**src/rtl/braun_pkg.sv**
```systemverilog
// braun_pkg: shared state encoding and sizing helper for the sequential Braun multiplier.
package braun_pkg;
  typedef enum logic [1:0] {IDLE, CALC, DONE} state_e;
  function automatic int cnt_w(input int w);
    return (w > 1) ? $clog2(w) : 1;
  endfunction
endpackage

```
**src/rtl/braun_row.sv**
```systemverilog
// braun_row: one WIDTH-bit ripple-carry row of full adders, reused for every partial-product row.
module braun_row #(
  parameter int WIDTH = 8
) (
  input  logic [WIDTH-1:0] a_i,
  input  logic [WIDTH-1:0] b_i,
  output logic [WIDTH-1:0] sum_o,
  output logic             co_o
);
  logic [WIDTH:0] c;
  assign c[0] = 1'b0;
  for (genvar i = 0; i < WIDTH; i++) begin : g_fa
    assign sum_o[i] = a_i[i] ^ b_i[i] ^ c[i];
    assign c[i+1]   = (a_i[i] & b_i[i]) | (c[i] & (a_i[i] ^ b_i[i]));
  end
  assign co_o = c[WIDTH];
endmodule

```
**src/rtl/braun_mult_seq.sv**
```systemverilog
// braun_mult_seq: sign-magnitude shift-add multiplier, one Braun row per clock, valid/ready on both sides.
module braun_mult_seq
  import braun_pkg::*;
#(
  parameter int WIDTH = 8
) (
  input  logic               clk,
  input  logic               rst_n,
  input  logic               in_valid,
  output logic               in_ready,
  input  logic [WIDTH-1:0]   a,
  input  logic [WIDTH-1:0]   b,
  input  logic               signed_mode,
  output logic               out_valid,
  input  logic               out_ready,
  output logic [2*WIDTH-1:0] p
);
  localparam int CW = cnt_w(WIDTH);
  state_e state_q, state_d;
  logic [CW-1:0] cnt_q, cnt_d;
  logic [2*WIDTH-1:0] acc_q, acc_d, acc_row, p_q, p_d;
  logic [WIDTH-1:0] ma_q, ma_d, mb_q, mb_d, addend, sum;
  logic neg_q, neg_d, co;
  assign addend = mb_q[0] ? ma_q : '0;
  braun_row #(.WIDTH(WIDTH)) u_row (
    .a_i  (acc_q[2*WIDTH-1:WIDTH]),
    .b_i  (addend),
    .sum_o(sum),
    .co_o (co)
  );
  // Row carry lands in the top bit as the accumulator shifts right.
  assign acc_row = {co, sum, acc_q[WIDTH-1:1]};
  always_comb begin
    state_d = state_q;
    cnt_d   = cnt_q;
    acc_d   = acc_q;
    ma_d    = ma_q;
    mb_d    = mb_q;
    neg_d   = neg_q;
    p_d     = p_q;
    case (state_q)
      IDLE: if (in_valid) begin
        ma_d    = (signed_mode & a[WIDTH-1]) ? -a : a;
        mb_d    = (signed_mode & b[WIDTH-1]) ? -b : b;
        neg_d   = signed_mode & (a[WIDTH-1] ^ b[WIDTH-1]);
        acc_d   = '0;
        cnt_d   = CW'(WIDTH - 1);
        state_d = CALC;
      end
      CALC: begin
        acc_d = acc_row;
        mb_d  = mb_q >> 1;
        cnt_d = (cnt_q == '0) ? cnt_q : cnt_q - CW'(1);
        if (cnt_q == '0) begin
          state_d = DONE;
          p_d     = neg_q ? -acc_row : acc_row;
        end
      end
      DONE: state_d = out_ready ? IDLE : DONE;
      default: state_d = IDLE;
    endcase
  end
  always_ff @(posedge clk or negedge rst_n) begin
    if (!rst_n) begin
      state_q <= IDLE;
      cnt_q   <= '0;
      acc_q   <= '0;
      ma_q    <= '0;
      mb_q    <= '0;
      neg_q   <= 1'b0;
      p_q     <= '0;
    end else begin
      state_q <= state_d;
      cnt_q   <= cnt_d;
      acc_q   <= acc_d;
      ma_q    <= ma_d;
      mb_q    <= mb_d;
      neg_q   <= neg_d;
      p_q     <= p_d;
    end
  end
  assign in_ready  = (state_q == IDLE);
  assign out_valid = (state_q == DONE);
  assign p         = p_q;
endmodule
```
**config.mk**
```make
export PLATFORM = sky130hd
export DESIGN_NAME = braun_mult_seq
export DESIGN_NICKNAME = d
export VERILOG_FILES = /design/src/rtl/braun_pkg.sv /design/src/rtl/braun_row.sv /design/src/rtl/braun_mult_seq.sv
export SDC_FILE = /design/constraint.sdc
export NUM_CORES = 1
export LEC_CHECK = 0
export BUFFER_PORTS_ARGS = -buffer_cell sky130_fd_sc_hd__buf_2
export CORE_UTILIZATION = 40
export DETAILED_ROUTE_END_ITERATION = 6
export SETUP_SLACK_MARGIN = 0.1
export SYNTH_ARGS = -nofsm -noshare
export SYNTH_HDL_FRONTEND = slang
export SYNTH_SLANG_ARGS = --single-unit
```
**constraint.sdc**
```tcl
create_clock -name clk -period 5.6 [get_ports clk]
set_input_delay 0.56 -clock clk [delete_from_list [all_inputs] [get_ports clk]]
set_output_delay 0.56 -clock clk [all_outputs]
set_load 0.02 [all_outputs]
```
; Yosys cells after proc, flatten, opt, wreduce, memory -nomap -nowiden
; Cells that the tools add are included.
[totals]
inputBits = 21
elab_cells = 80
reg_bits = 54
[op_classes]
n_bitwise = 41
addsub = 4
reduce_logical = 8
n_mux = 15
n_eq_ne = 5
[ops]
columns = cell, n
row1 = $mux W16, 2
row2 = $mux W8, 4
row3 = $pmux W16 S2, 1
row4 = $and A1 B1 Y1, 18
row5 = $neg A16 Y16, 1
row6 = $neg A8 Y8, 2
row7 = $pmux W8 S2, 1
row8 = $xor A1 B1 Y1, 16
row9 = $reduce_and A2 Y1, 4
row10 = $or A1 B1 Y1, 7
row11 = $mux W2, 3
row12 = $mux W3, 2
row13 = $ne A2 B2 Y1 const B, 3
row14 = $pmux W2 S3, 1
row15 = $pmux W3 S2, 1
row16 = $logic_not A3 Y1, 1
row17 = $reduce_and A3 Y1, 1
row18 = $sub A3 B1 Y3 const B, 1
row19 = $eq A2 B1 Y1 const B, 1
row20 = $eq A2 B2 Y1 const B, 1
row21 = $logic_not A2 Y1, 1
row22 = $reduce_bool A2 Y1, 1

; Depth between registers and ports, before layout
; Gate-level depths: netlist (run 1).
[depth]
depth_word = 18
ltp_mapped = 16

; By module
; A second synthesis (run 1) with hierarchy kept.
[unflattened]
cells_unflattened = 287
area_unflattened_um2 = 2857.7
[by_module_without_submodules]
columns = module, n_inst, area_per_inst_um2, seq_area_each_um2, cells_per_inst
row1 = braun_mult_seq, 1, 2667.6, 1326.3, 269
row2 = braun_row, 1, 190.2, 0.0, 18

; Least setup slack after synthesis (run 1)
; OpenSTA, ideal clock, no wires.
[synth_path]
kind = register to register
from = reg mb_q[0]
to = reg p_q[15] (netlist: p[15])
setup_ns = 0.068
path_slack_ns = 1.060
arrival_ns = 4.471
period_less_slack_ns = 4.540
path_buffers = 1
required_time_ns = 5.532
path_stages_with_launch = 17
cell_sequence = dfrtp_1 clkbuf_1 and2_1 ha_1 inv_1 fa_1 fa_1 fa_1 fa_1 fa_1 inv_1 fa_1 fa_1 or4bb_1 nor4_4 mux2_1 nand3_1
[synth_via]
elab_chain_cells = 18
word_cells_on_any_way = 40
classes_between = 1 x add/sub / 2 x mux / 37 x bitwise
[synth_lines]
columns = element, line
row1 = "start, declared", braun_mult_seq.sv:22  ; logic [WIDTH-1:0] ma_q, ma_d, mb_q, mb_d, addend, sum;
row2 = "start signal, assigned", braun_mult_seq.sv:77  ; mb_q <= mb_d;
row3 = $mux W8 (*), braun_mult_seq.sv:24  ; assign addend = mb_q[0] ? ma_q : '0;
row4 = $and A1 B1 Y1 or $xor A1 B1 Y1 (tied branches), "braun_row.sv:14, braun_row.sv:13"
row5 = $and A1 B1 Y1, braun_row.sv:14  ; assign c[i+1] = (a_i[i] & b_i[i]) | (c[i] & (a_i[i] ^ b_i[i]));
row6 = $or A1 B1 Y1, braun_row.sv:14
row7 = $and A1 B1 Y1, braun_row.sv:14
row8 = $or A1 B1 Y1, braun_row.sv:14
row9 = $and A1 B1 Y1, braun_row.sv:14
row10 = $or A1 B1 Y1, braun_row.sv:14
row11 = [2 not listed], --
row12 = $and A1 B1 Y1, braun_row.sv:14
row13 = $or A1 B1 Y1, braun_row.sv:14
row14 = $and A1 B1 Y1, braun_row.sv:14
row15 = $or A1 B1 Y1, braun_row.sv:14
row16 = $and A1 B1 Y1, braun_row.sv:14
row17 = $or A1 B1 Y1, braun_row.sv:14
row18 = $neg A16 Y16, braun_mult_seq.sv:56  ; p_d = neg_q ? -acc_row : acc_row;
row19 = $mux W16 (*), braun_mult_seq.sv:56
row20 = "end signal, assigned", braun_mult_seq.sv:79  ; p_q <= p_d;
row21 = "end, declared", braun_mult_seq.sv:21  ; logic [2*WIDTH-1:0] acc_q, acc_d, acc_row, p_q, p_d;
; Mark *: on every way between the ends. The rest lies on a longest branch, timed or not.
; A chain may end at the register's enable or synchronous reset.

; Final worst setup path (run 1)
; Ends and elaborated chain as after synthesis.

==> results.sh, run 1 <==
export IMPL_status="completed"
export IMPL_die_area_um2=7790
export IMPL_fmax_ghz=0.215
export IMPL_ios=39
export IMPL_peakVddDrop_v=0.000166
export IMPL_post_route_period_util_pct=83.0
export IMPL_synth_edf_count=0
export IMPL_fp_dieH_um=88.3
export IMPL_diodes=0
export IMPL_p_per_area_nw_per_um2=545
export IMPL_postLayoutCellArea_um2=3330
export IMPL_clockBufferDepth=2
export IMPL_async_reset_ff_share_pct=100
export IMPL_die_width_um=88.3
export IMPL_maxSlewHeadroom_pct=40.0
export IMPL_postCtsHoldBufs=0
export IMPL_synth_compound_area_share_pct=17.7
export IMPL_crit_buf_inv=2
export IMPL_drive_gt1_share_pct=16.9
export IMPL_coreArea_um2=7210
export IMPL_routed_wl_um=5590
export IMPL_cp_max_fo=9
export IMPL_crit_family="adder cells"
export IMPL_report_final_hold_viol_count=0
export IMPL_grt_use_total_pct=16.4
export IMPL_cpMaxStageDelayCell="or4bb_1"
export IMPL_ys_flop_type="dfrtp_1"
export IMPL_critPathMostFrequentCell="fa_1"
export IMPL_critPathLaunchType="flop"
export IMPL_antenna_found_initial=0
export IMPL_nFillCells=746
export IMPL_synth_xor_area_share_pct=6.76
export IMPL_ys_warn_count=0
export IMPL_maxCapViolCount=0
export IMPL_drt_initial_drc_count=67
export IMPL_port_buffer_count=38
export IMPL_p_leak_uw=0.00150
export IMPL_vias=2217
export IMPL_rsz0062_at_grt="no"
export IMPL_ys_seq_area_share_pct=44.5
export IMPL_cts_tree="done"
export IMPL_syn_nets=345
export IMPL_h_tree_depth=2
export IMPL_drc=0
export IMPL_cp_data_required_time_ns=5.86
export IMPL_placed_area_um2=3240
export IMPL_place_congestion=0.744
export IMPL_syn_inst=311
export IMPL_via_per_inst=5.00
export IMPL_hp_class="in2async"
export IMPL_cts_sinks=53
export IMPL_cpPeakStageDelay_ns=0.57
export IMPL_slew_viol_final=0
export IMPL_skew_ns=0.0100
export IMPL_fin_setup_tns_ns=0
export IMPL_crit_type="reg2reg"
export IMPL_end_kind="flop"
export IMPL_cts_resized=0
export IMPL_clockRootBuffer="clkbuf_8"
export IMPL_syn_area_um2=2980
export IMPL_clk_latency_ns=0.32
export IMPL_detail_route_wl_per_cell_um=12.6
export IMPL_synth_fa_ha_area_share_pct=7.23
export IMPL_synth_top_family_by_area="compound AO/OA/AOI/OAI gates"
export IMPL_worst_pin_slew_ns=0.898
export IMPL_cts_buffers=5
export IMPL_first_global_vias=2101
export IMPL_synth_cell_types=47
export IMPL_grt_pass1_wl_um=9880
export IMPL_avgSynthCellArea_um2=9.58
export IMPL_crit_chain="and2_1, ha_1, inv_1, fa_1, fa_1, fa_1, fa_1, fa_1, inv_1, fa_1, fa_1, or4bb_1, nor4_4, mux2_1, nand3_1"
export IMPL_synth_simple_area_share_pct=17.4
export IMPL_arrival_ns=4.91
export IMPL_dp_hpwl_um=4000
export IMPL_syn_to_final_growth_pct=11.8
export IMPL_synth_area_mux_share_pct=1.39
export IMPL_start_util_pct=41.3
export IMPL_antenna_left=0
export IMPL_final_min_clock_period_ns=4.65
export IMPL_first_pass_iters=4
export IMPL_ys_seq_elements=53
export IMPL_num_rows=31
export IMPL_grt_ovfl_total=0
export IMPL_setup_viol=0
export IMPL_grt_max_degree=54
export IMPL_postCtsSetupBuffers=0
export IMPL_nets=377
export IMPL_cts_reportedPaths_clkPinSlew_ns=0.10
## layout by cell type (no fill, tap or decap), types with 2 or more instances in the layout
| cell type | n |
|---|---|
| a21o_1 | 2 |
| a21oi_1 | 8 |
| a22oi_1 | 5 |
| a31oi_1 | 2 |
| and2_1 | 3 |
| buf_2 | 38 |
| buf_4 | 4 |
| clkbuf_8 | 5 |
| dfrtp_1 | 53 |
| fa_1 | 7 |
| ha_1 | 6 |
| inv_1 | 18 |
| mux2i_1 | 3 |
| nand2_1 | 53 |
| nand3_1 | 10 |
| nand3b_1 | 4 |
| nor2_1 | 14 |
| nor2b_1 | 4 |
| nor3_1 | 4 |
| o21ai_0 | 37 |
| o21ai_1 | 5 |
| o31ai_1 | 7 |
| o41ai_2 | 3 |
| or3_1 | 3 |
| xnor2_1 | 13 |
| xor2_1 | 10 |
## per-stage QoR
step           setup WS [ns]  power, uW  std cells  hold slack [ns]  util, %
2_1_floorplan           1.06       1400        311            0.264        -
3_3_place_gp            1.01       1600        435            0.458     44.9
3_5_place_dp           0.984       1620        435            0.466     44.9
4_1_cts                0.947       1850        443            0.381     46.2
5_1_grt                0.680       2000        443            0.420     46.2
6_report               0.954       1820        443            0.354     46.2
## Yosys cell counts, types with 2 or more instances
cell type   n  area, um^2
a21o_1      2        15.0
buf_2       2        10.0
a22oi_1     5        37.5
o21ai_0    37         185
dfrtp_1    53        1330
nand3_1    10        50.1
fa_1        7         140
and2_1      3        18.8
o41ai_2     3        48.8
nand3b_1    4        30.0
a21oi_1     8        40.0
nor2b_1     4        25.0
ha_1        6        75.1
xor2_1     10        87.6
inv_1      18        67.6
clkbuf_1   12        45.0
xnor2_1    13         114
o21ai_1     5        25.0
buf_6       2        22.5
mux2i_1     3        30.0
nand2_1    53         199
a31oi_1     2        12.5
o31ai_1     7        52.6
nor3_1      4        20.0
nor2_1     14        52.6
or3_1       3        18.8
## layer usage
metal	track usage [%]	vias to the layer above	routed length [um]
met1	22.2	1046	2860
met4	5.72	0	88
met5	0	-	0
li1	-	1123	-
met3	3.08	7	156
met2	26.5	41	2480
## sequential cells by signal (all words and copies together) (netlist names)
signal   cells
cnt_q        3
neg_q        1
state_q      2
ma_q         8
p           16
mb_q         8
acc_q       15
## path summary, 6_finish.rpt
kind	startpoint	end	slack (ns)	cells after the start
max in group asynchronous	rst_n	acc_q[7]	4.78	2
worst min register to register	p[5]	p[5]	0.48	2
worst max register to register	mb_q[0]	p[15]	0.95	15
worst max-delay path	mb_q[0]	p[15]	0.95	15
worst min-delay path	rst_n	p[3]	0.35	2
min in group clk	p[5]	p[5]	0.48	2
## worst reg2reg max path, cell delays in order (launching register included)
cell	delay [ns]
dfrtp_1	0.47
and2_1	0.16
ha_1	0.13
inv_1	0.04
fa_1	0.38
fa_1	0.41
fa_1	0.39
fa_1	0.39
fa_1	0.37
inv_1	0.08
fa_1	0.17
fa_1	0.45
or4bb_1	0.57
nor4_4	0.15
mux2_1	0.35
nand3_1	0.08
## area by class of cell
| type | count | area, um^2 | area share, % |
|---|---|---|---|
| clock buffers | 5 | 68.8 | 2.07 |
| clock inverters | 3 | 21.3 | 0.639 |
| inverters | 18 | 67.6 | 2.03 |
| multi-input cells | 223 | 1500 | 45.1 |
| flip-flops and latches | 53 | 1330 | 39.8 |
| well taps | 99 | 124 | 3.72 |
| repair buffers | 42 | 220 | 6.61 |
## power by group
part	switching (uW)	leakage, uW	internal (uW)	total (uW)
sequential	129	0.000672	547	676
clock	133	0.0000445	89.0	222
combinational	559	0.000782	359	918
total	820	0.00150	996	1820
## kinds of logic (layout without fill, tap and decap cells)
family / Yosys count / after routing
simple gates: 105 / 105
compound gates: 78 / 78
flops: 53 / 53
buf+inv: 35 / 68
xor+xnor: 23 / 23
fa+ha+maj: 13 / 13
mux: 4 / 4
Note: power is estimated with default switching activity, not from simulation.
==> inputs of run 2 (changes only) <==
clock period = 4.85 ns   (was 5.6 ns; I/O delays follow)
==> run 2 against run 1 <==
Compared with the run above:
- sequential share of layout area is the same
- clock power grew 9.9%
- utilization is the same
- via count shrank 0.54%
- die area is the same
- critical path depth is the same
- power grew 15%
- critical path type unchanged
==> results.sh, run 2 (same netlist as run 1, synthesis figures left out) <==
export IMPL_status="completed"
export IMPL_first_pass_iters=4
export IMPL_drive_gt1_share_pct=16.8
export IMPL_r2r_slack_ns=0.34
export IMPL_place_congestion=0.759
export IMPL_clk_latency_ns=0.31
export IMPL_grtUsageMet2_pct=27.3
export IMPL_num_rows=31
export IMPL_die_area_um2=7790
export IMPL_h_tree_depth=2
export IMPL_switching_share_pct=44.9
export IMPL_p_leak_uw=0.00150
export IMPL_regToRegEndpoint="p[15]"
export IMPL_grt_ovfl_total=0
export IMPL_drc=0
export IMPL_end_kind="flop"
export IMPL_start_util_pct=41.3
export IMPL_critPathLaunchType="flop"
export IMPL_hp_class="in2async"
export IMPL_routed_wl_um=5700
export IMPL_r2r_start="ma_q[0]"
export IMPL_cp_data_required_time_ns=5.10
export IMPL_fp_dieH_um=88.3
export IMPL_postCtsHoldBufs=0
export IMPL_largest_reg_flops=16
export IMPL_vias=2205
export IMPL_nets=378
export IMPL_final_min_clock_period_ns=4.51
export IMPL_fin_setup_tns_ns=0
export IMPL_ios=39
export IMPL_clockBufferDepth=2
export IMPL_cts_tree="done"
export IMPL_clock_power_share_pct=11.6
export IMPL_clockRootBuffer="clkbuf_8"
export IMPL_p_seq_share_pct=37.1
export IMPL_rr_worst_depth=15
export IMPL_port_buffer_count=38
export IMPL_syn_to_final_growth_pct=11.8
export IMPL_grt_use_met3_pct=3.08
export IMPL_detail_route_wl_per_cell_um=12.8
export IMPL_setup_viol=0
export IMPL_fmax_ghz=0.222
export IMPL_power_uw=2090
export IMPL_met1_usage_pct=22.5
export IMPL_cts_resized=0
export IMPL_die_width_um=88.3
export IMPL_drt_initial_drc_count=133
export IMPL_grt_pass1_wl_um=9980
export IMPL_worst_pin_slew_ns=0.924
export IMPL_maxCapViolCount=0
export IMPL_peakVddDrop_v=0.000186
export IMPL_p_per_area_nw_per_um2=629
export IMPL_slew_viol_final=0
export IMPL_antenna_left=0
export IMPL_coreArea_um2=7210
export IMPL_crit_end="p[15]"
export IMPL_antenna_found_initial=0
export IMPL_cp_max_fo=3
export IMPL_cts_sinks=53
export IMPL_rsz0062_at_grt="no"
export IMPL_layout_common_cells="nand2_1, dfrtp_1, buf_2"
export IMPL_cts_reportedPaths_clkPinSlew_ns=0.10
export IMPL_cts_buffers=5
export IMPL_globalRoute_busiestLayer="met2"
export IMPL_arrival_ns=4.76
export IMPL_grt_use_total_pct=16.6
export IMPL_diodes=0
export IMPL_internal_power_uw=1150
export IMPL_dp_hpwl_um=4120
export IMPL_maxSlewHeadroom_pct=38.3
export IMPL_first_global_vias=2127
export IMPL_skew_ns=0.0112
export IMPL_post_route_period_util_pct=93.0
export IMPL_postCtsSetupBuffers=0
export IMPL_p_sw_uw=941
export IMPL_p_comb_share_pct=51.3
export IMPL_grt_max_degree=54
export IMPL_crit_type="reg2reg"
export IMPL_via_per_inst=4.97
export IMPL_startpoint="ma_q[0]"
export IMPL_report_final_hold_viol_count=0
run 2: cell count changes in the layout (fill, tap and decap cells not counted):
cell,delta
clkinvlp_4,-1
inv_6,-1
clkbuf_1,+1
buf_4,+1
clkinv_2,+1
run 2: worst max-delay path, cell delays in order (launching register included):
cell and delay, ns:
dfrtp_1 0.36, and2_1 0.13, ha_1 0.13, inv_1 0.05
fa_1 0.38, fa_1 0.42, fa_1 0.40, fa_1 0.39
fa_1 0.37, inv_1 0.08, fa_1 0.17, fa_1 0.45
or4bb_1 0.56, nor4_4 0.15, mux2_1 0.35, nand3_1 0.08
run 2: how the worst min path moves through the flow:
| stage | startpoint | endpoint | slack [ns] | cells after the start |
|---|---|---|---|---|
| 2_1_floorplan | rst_n | acc_q[10] | 0.19 | 0 |
| 4_1_cts | rst_n | p[2] | 0.32 | 2 |
| 3_3_place_gp | p[8] | p[8] | 0.46 | 2 |
| 3_5_place_dp | p[5] | p[5] | 0.47 | 2 |
| 5_1_grt | rst_n | p[2] | 0.36 | 2 |
| 6_report | rst_n | p[2] | 0.29 | 2 |
run 2: power groups by stage:
stage	clock, uW	combinational, uW	sequential (uW)
final	244	1070	776
after global routing	269	1230	803
after CTS	253	1100	778
after detailed placement	0	1090	787
after global placement	0	1080	778
after floorplan	0	808	811
run 2: stage by stage:
stage               util [%]  instances  area [um^2]  hold WS [ns]  worst slack [ns]
finish                  46.2        444         3330         0.291             0.338
global route            46.2        444         3330         0.358             0.102
CTS                     46.2        444         3330         0.317             0.317
detailed placement      45.0        436         3250         0.466             0.355
global placement        45.0        436         3250         0.457             0.433
floorplan                  -        311         2980         0.189             0.310
run 2: cell type report:
type / count / area, um^2
Inverter: 18 / 67.6
Timing Repair Buffer: 43 / 228
Sequential cell: 53 / 1330
Tap cell: 99 / 124
Fill cell: 738 / 3880
Multi-Input combinational cell: 223 / 1500
Clock inverter: 2 / 10.0
Clock buffer: 6 / 72.6
run 2: routing by layer:
metal,vias to the layer above,routed length [um]
li1,1134,-
met1,1024,2880
met2,43,2600
met3,4,161
met4,0,63
met5,-,0
